File: src/rtl/sw_pkg.sv
// Shared types and constants for the switch debouncer.
// Holds the per-channel FSM state type and the default debounce period.
package sw_pkg;

    typedef enum logic {
        IDLE  = 1'b0,
        COUNT = 1'b1
    } state_t;

    localparam int DEFAULT_CNT_MAX = 1000000;

    // Counter width for a given period; never below one bit.
    function automatic int cnt_width(input int cnt_max);
        int w;
        w = $clog2(cnt_max);
        return (w < 1) ? 1 : w;
    endfunction

endpackage

File: src/rtl/sw_debounce_chan.sv
// One debounce channel: 2-flop synchronizer, IDLE/COUNT FSM, run counter.
// Edge pulse registers exist only when SW_DEBOUNCE_EDGE_EN is defined.
module sw_debounce_chan
    import sw_pkg::*;
#(
    parameter int CNT_MAX = DEFAULT_CNT_MAX
) (
    input  logic clk,
    input  logic reset,
    input  logic sw,
    output logic sw_clean,
    output logic sw_rise,
    output logic sw_fall
);

    localparam int W = cnt_width(CNT_MAX);
    localparam logic [W-1:0] LAST = W'(CNT_MAX - 1);

    logic         sync1;
    logic         s;
    state_t       state;
    state_t       state_n;
    logic [W-1:0] cnt;
    logic [W-1:0] cnt_n;
    logic         clean_n;

    // Synchronizer, FSM state, counter and debounced level registers.
    always_ff @(posedge clk) begin
        if (reset) begin
            sync1    <= 1'b0;
            s        <= 1'b0;
            state    <= IDLE;
            cnt      <= '0;
            sw_clean <= 1'b0;
        end else begin
            sync1    <= sw;
            s        <= sync1;
            state    <= state_n;
            cnt      <= cnt_n;
            sw_clean <= clean_n;
        end
    end

    // Next state: count a run of the new level, drop back on any bounce.
    always_comb begin
        state_n = state;
        cnt_n   = cnt;
        clean_n = sw_clean;
        unique case (state)
            IDLE: begin
                if (s != sw_clean) begin
                    state_n = COUNT;
                    cnt_n   = W'(1);
                end else begin
                    cnt_n = '0;
                end
            end
            COUNT: begin
                if (s == sw_clean) begin
                    state_n = IDLE;
                    cnt_n   = '0;
                end else if (cnt == LAST) begin
                    state_n = IDLE;
                    cnt_n   = '0;
                    clean_n = s;
                end else begin
                    cnt_n = cnt + W'(1);
                end
            end
            default: begin
                state_n = IDLE;
                cnt_n   = '0;
            end
        endcase
    end

`ifdef SW_DEBOUNCE_EDGE_EN
    // One-cycle pulses, aligned with the sw_clean update.
    always_ff @(posedge clk) begin
        if (reset) begin
            sw_rise <= 1'b0;
            sw_fall <= 1'b0;
        end else begin
            sw_rise <= clean_n & ~sw_clean;
            sw_fall <= ~clean_n & sw_clean;
        end
    end
`else
    assign sw_rise = 1'b0;
    assign sw_fall = 1'b0;
`endif

endmodule

File: src/rtl/sw_debounce.sv
// Multi-channel switch debouncer: N_SW independent channels.
// Edge outputs are live only when SW_DEBOUNCE_EDGE_EN is defined.
module sw_debounce
    import sw_pkg::*;
#(
    parameter int N_SW    = 3,
    parameter int CNT_MAX = DEFAULT_CNT_MAX
) (
    input  logic            clk,
    input  logic            reset,
    input  logic [N_SW-1:0] sw,
    output logic [N_SW-1:0] sw_clean,
    output logic [N_SW-1:0] sw_rise,
    output logic [N_SW-1:0] sw_fall,
    output logic            sw_changed
);

    for (genvar i = 0; i < N_SW; i++) begin : g_chan
        sw_debounce_chan #(
            .CNT_MAX(CNT_MAX)
        ) u_chan (
            .clk     (clk),
            .reset   (reset),
            .sw      (sw[i]),
            .sw_clean(sw_clean[i]),
            .sw_rise (sw_rise[i]),
            .sw_fall (sw_fall[i])
        );
    end

`ifdef SW_DEBOUNCE_EDGE_EN
    assign sw_changed = |(sw_rise | sw_fall);
`else
    assign sw_changed = 1'b0;
`endif

endmodule

File: config.mk
export PLATFORM = sky130hd
export DESIGN_NAME = sw_debounce
export DESIGN_NICKNAME = d
export VERILOG_FILES = /design/src/rtl/sw_pkg.sv /design/src/rtl/sw_debounce_chan.sv /design/src/rtl/sw_debounce.sv
export SDC_FILE = /design/constraint.sdc
export NUM_CORES = 1
export LEC_CHECK = 0
export BUFFER_PORTS_ARGS = -buffer_cell sky130_fd_sc_hd__buf_2
export CORE_MARGIN = 1.5
export CORE_UTILIZATION = 45
export CTS_CLUSTER_DIAMETER = 30
export DETAILED_ROUTE_END_ITERATION = 12
export PLACE_DENSITY_LB_ADDON = 0.2
export SLEW_MARGIN = 20
export SYNTH_ARGS = -nofsm -noshare
export SYNTH_HDL_FRONTEND = slang
export SYNTH_SLANG_ARGS = --single-unit
File: constraint.sdc
create_clock -name clk -period 2.4 [get_ports clk]
set_input_delay 0.24 -clock clk [delete_from_list [all_inputs] [get_ports clk]]
set_output_delay 0.24 -clock clk [all_outputs]
set_load 0.01 [all_outputs]
==> key figures <==
Die
  • I/O pins: 15
  • Die Wd: between 80 and 90 µm
  • Die Ht: 88.7 µm
  • Core area: between 0.007 and 0.008 mm²
  • Initial core utilization: approximately 46%
  • # rows: 31
  • DIE AREA: just under 0.008 mm²

Final layout
  • Post-route cell area: around 0.0036 mm²
  • Nets@finish: between 300 and 400
  • Final Non-Filler Cells: just under 500
  • Layout cells sized above 1: between 9 and 10%
  • Area Overhead vs Synth: 8.85%
  • N_diodes: 0

Timing
  • Min Tclk post-route: roughly 2.1 ns
  • Clock skew: ~0.0067 ns
  • Setup TNS: 0 ns
  • Final hold slack: approximately 0.11 ns
  • Slack of the critical path: 0.299 ns
  • F_max: 476 MHz
  • Setup violators final: 0
  • Pins over their slew limit: 0
  • Slew headroom: about 63%
  • Worst Tran Pin Value: about 0.56 ns
  • Tcrit/Tclk final: just under 90%
  • RSZ-0062 raised after global routing: no
  • Hold violation count in the final report: 0

Detailed routing
  • First drt pass iteration count: 4
  • Vias per std cell: approximately 5.3
  • WL final: slightly below 6 mm
  • Routed WL per cell: ~12 µm
  • ANT nets after route: 0
  • 1st-iter DRT viols: roughly 110
  • Vias: 2558
  • # DRC: 0

Clock network
  • Clk Latency, worst-skew pair: between 0.3 and 0.4 ns
  • Clock root cell: clkbuf_8
  • Post-CTS Hold Buffers: 0
  • Clock buffer count from CTS: 9
  • Post-CTS Setup Bufs: 0
  • Clock H-tree levels: 3
  • Clk slew on worst S/H paths: around 0.070 ns
  • CTS tree: yes
  • TritonCTS Sinks: 72
  • Clock buffer depth: 2
  • CTS resizes: 0

Global routing
  • Initial antenna violation count: 0
  • Vias in the first global route: ~2.3k
  • First-pass GRT wire length: 10.3 mm
  • Pin count of the biggest net entering global routing: 20
  • Total grt overflow: 0
  • Total GRT Usage: 16.8%

Synthesis
  • FFs w/ async S/R, synth: 0%
  • Avg Inst Size Synth: approximately 8.9 µm²
  • Synth top area cells: dfxtp_1 (44%), xnor2_1 (6.6%), nor2_1 (5.7%), xor2_1 (4.0%), nand3_1 (3.2%)
  • Cell area after synthesis: ~0.0033 mm²
  • Yosys cell types: between 40 and 50
  • Primary FF master, synth: dfxtp_1
  • Top-count cell post-synth: dfxtp_1
  • Seq/Total Area, Yosys: ~44%
  • Post-synth EDFFs: 0
  • Leading cell types by count after synthesis: dfxtp_1 (72), nor2_1 (50), xnor2_1 (25)
  • Yosys top cell area share: a little over two fifths
  • Dominant cell type by area after synthesis: dfxtp_1
  • Yosys reg bits: approximately 70
  • Yosys warning total: 0
  • Post-Synthesis Cells: around 370

Place
  • Post-DP HPWL: 4.14 mm
  • RePlAce Congestion: roughly 0.8
  • Placed cells: 471
  • I/O Buffers: 7
  • Post-placement worst setup slack: roughly 0.30 ns
  • Placed cell area: between 0.003 and 0.004 mm²

Critical path
  • Start-to-end type of the worst setup path: flip-flop to flip-flop
  • Critical Path AT: approximately 2.3 ns
  • Worst-path fanout max: 19
  • Critical Path RT: roughly 2.6 ns
  • Endpoint type of the worst setup path: flip-flop
  • Ordered list of cells on the worst path: ha_1, nand2_1, or4_4, o2111ai_4, nor2_1
  • Slowest-stage cell, CP: or4_4
  • CP Launch Type: flip-flop
  • Critical Path Max Stage Delay: between 0.6 and 0.7 ns

Run
  • Maxcap violations: 0

Power
  • Leak: around 1.1 nW
  • PD cells: approximately 600 mW/mm²
  • Max VDD drop: around 320 µV

Outcome
  • Status: finished, final reports clean

Worst hold path
  • Hold WC Path Type: primary input to flip-flop
[kinds of logic (layout without fill, tap and decap cells)]
logic type,count (synthesis),count (layout),synth area share (%)
other,1,7,0.113
and+or+nand+nor,175,175,29.1
adders and majority gates,3,3,1.13
buffers and inverters,36,45,5.75
xor gates and xnor gates,40,40,10.6
DFF,72,72,43.6
AOI/OAI and AO/OA,46,46,9.72
[per-stage QoR]
stage	utilization [%]	power, mW
final	50.2	2.14
after global routing	50.2	2.23
after CTS	50.2	2.18
after detailed placement	47.6	1.26
after global placement	47.6	1.26
after floorplan	-	1.26
[state kept, by name (all words and copies together), names as in the netlist]
register,cells
g_chan.u_chan.s,3
g_chan.u_chan.cnt,60
g_chan.u_chan.sync1,3
g_chan.u_chan.sw_clean,3
g_chan.u_chan.state,3
[per-layer routing]
| metal | routed length [µm] | up-vias | global-route usage, % | part of all wire [%] |
|---|---|---|---|---|
| met3 | 223 | 10 | 4.85 | 3.8 |
| met2 | 2620 | 46 | 27.1 | 45 |
| li1 | - | 1327 | - | - |
| met5 | 0 | - | 0 | 0 |
| met4 | 80 | 0 | 6.25 | 1.4 |
| met1 | 2950 | 1175 | 21.2 | 50 |
[cell type report]
type	instances	area, µm²
Sequential cell	72	1440
Fill cell	661	3570
Tap cell	99	124
Inverter	17	63.8
Clock buffer	10	128
Clock inverter	6	60.1
Multi-Input combinational cell	271	1700
Timing Repair Buffer	12	85.1
[where the power goes]
part           total (mW)  leakage [nW]  switching, mW  internal [mW]
logic              0.0253         0.391         0.0172        0.00814
clock network       0.908        0.0920          0.433          0.475
registers            1.21         0.581        0.00466           1.20
[worst paths after layout]
check,start,to,slack [ns],cells after the start
max,g_chan[1].u_chan.cnt[0],g_chan[1].u_chan.cnt[14],0.30,5
min,sw[1],g_chan[1].u_chan.sync1,0.11,2
min reg2reg,g_chan[0].u_chan.sync1,g_chan[0].u_chan.s,0.45,1
max reg2reg,g_chan[1].u_chan.cnt[0],g_chan[1].u_chan.cnt[14],0.30,5
[critical path: cells and delay by family, from the launching register on]
kind,cells,cell delay (ns)
DFF,1,0.35
AOI/OAI and AO/OA,1,0.50
and+or+nand+nor,3,0.90
adders and majority gates,1,0.22
[layout by cell type (no fill, tap or decap), drive strengths merged]
cell / count
a211o: 1
a211oi: 3
a21oi: 19
a31o: 1
and2: 1
and3: 4
and4: 7
buf: 12
bufinv: 1
clkbuf: 10
clkinv: 4
clkinvlp: 2
conb: 7
dfxtp: 72
ha: 3
inv: 16
nand2: 19
nand3: 21
nand4: 17
nand4b: 1
nor2: 50
nor2b: 7
nor3: 12
nor4: 7
nor4b: 3
nor4bb: 1
o2111ai: 2
o21ai: 8
o311a: 1
o31ai: 10
o41ai: 1
or2: 2
or3: 10
or3b: 2
or4: 11
xnor2: 25
xor2: 15
Note: power is estimated with default switching activity, not from simulation.
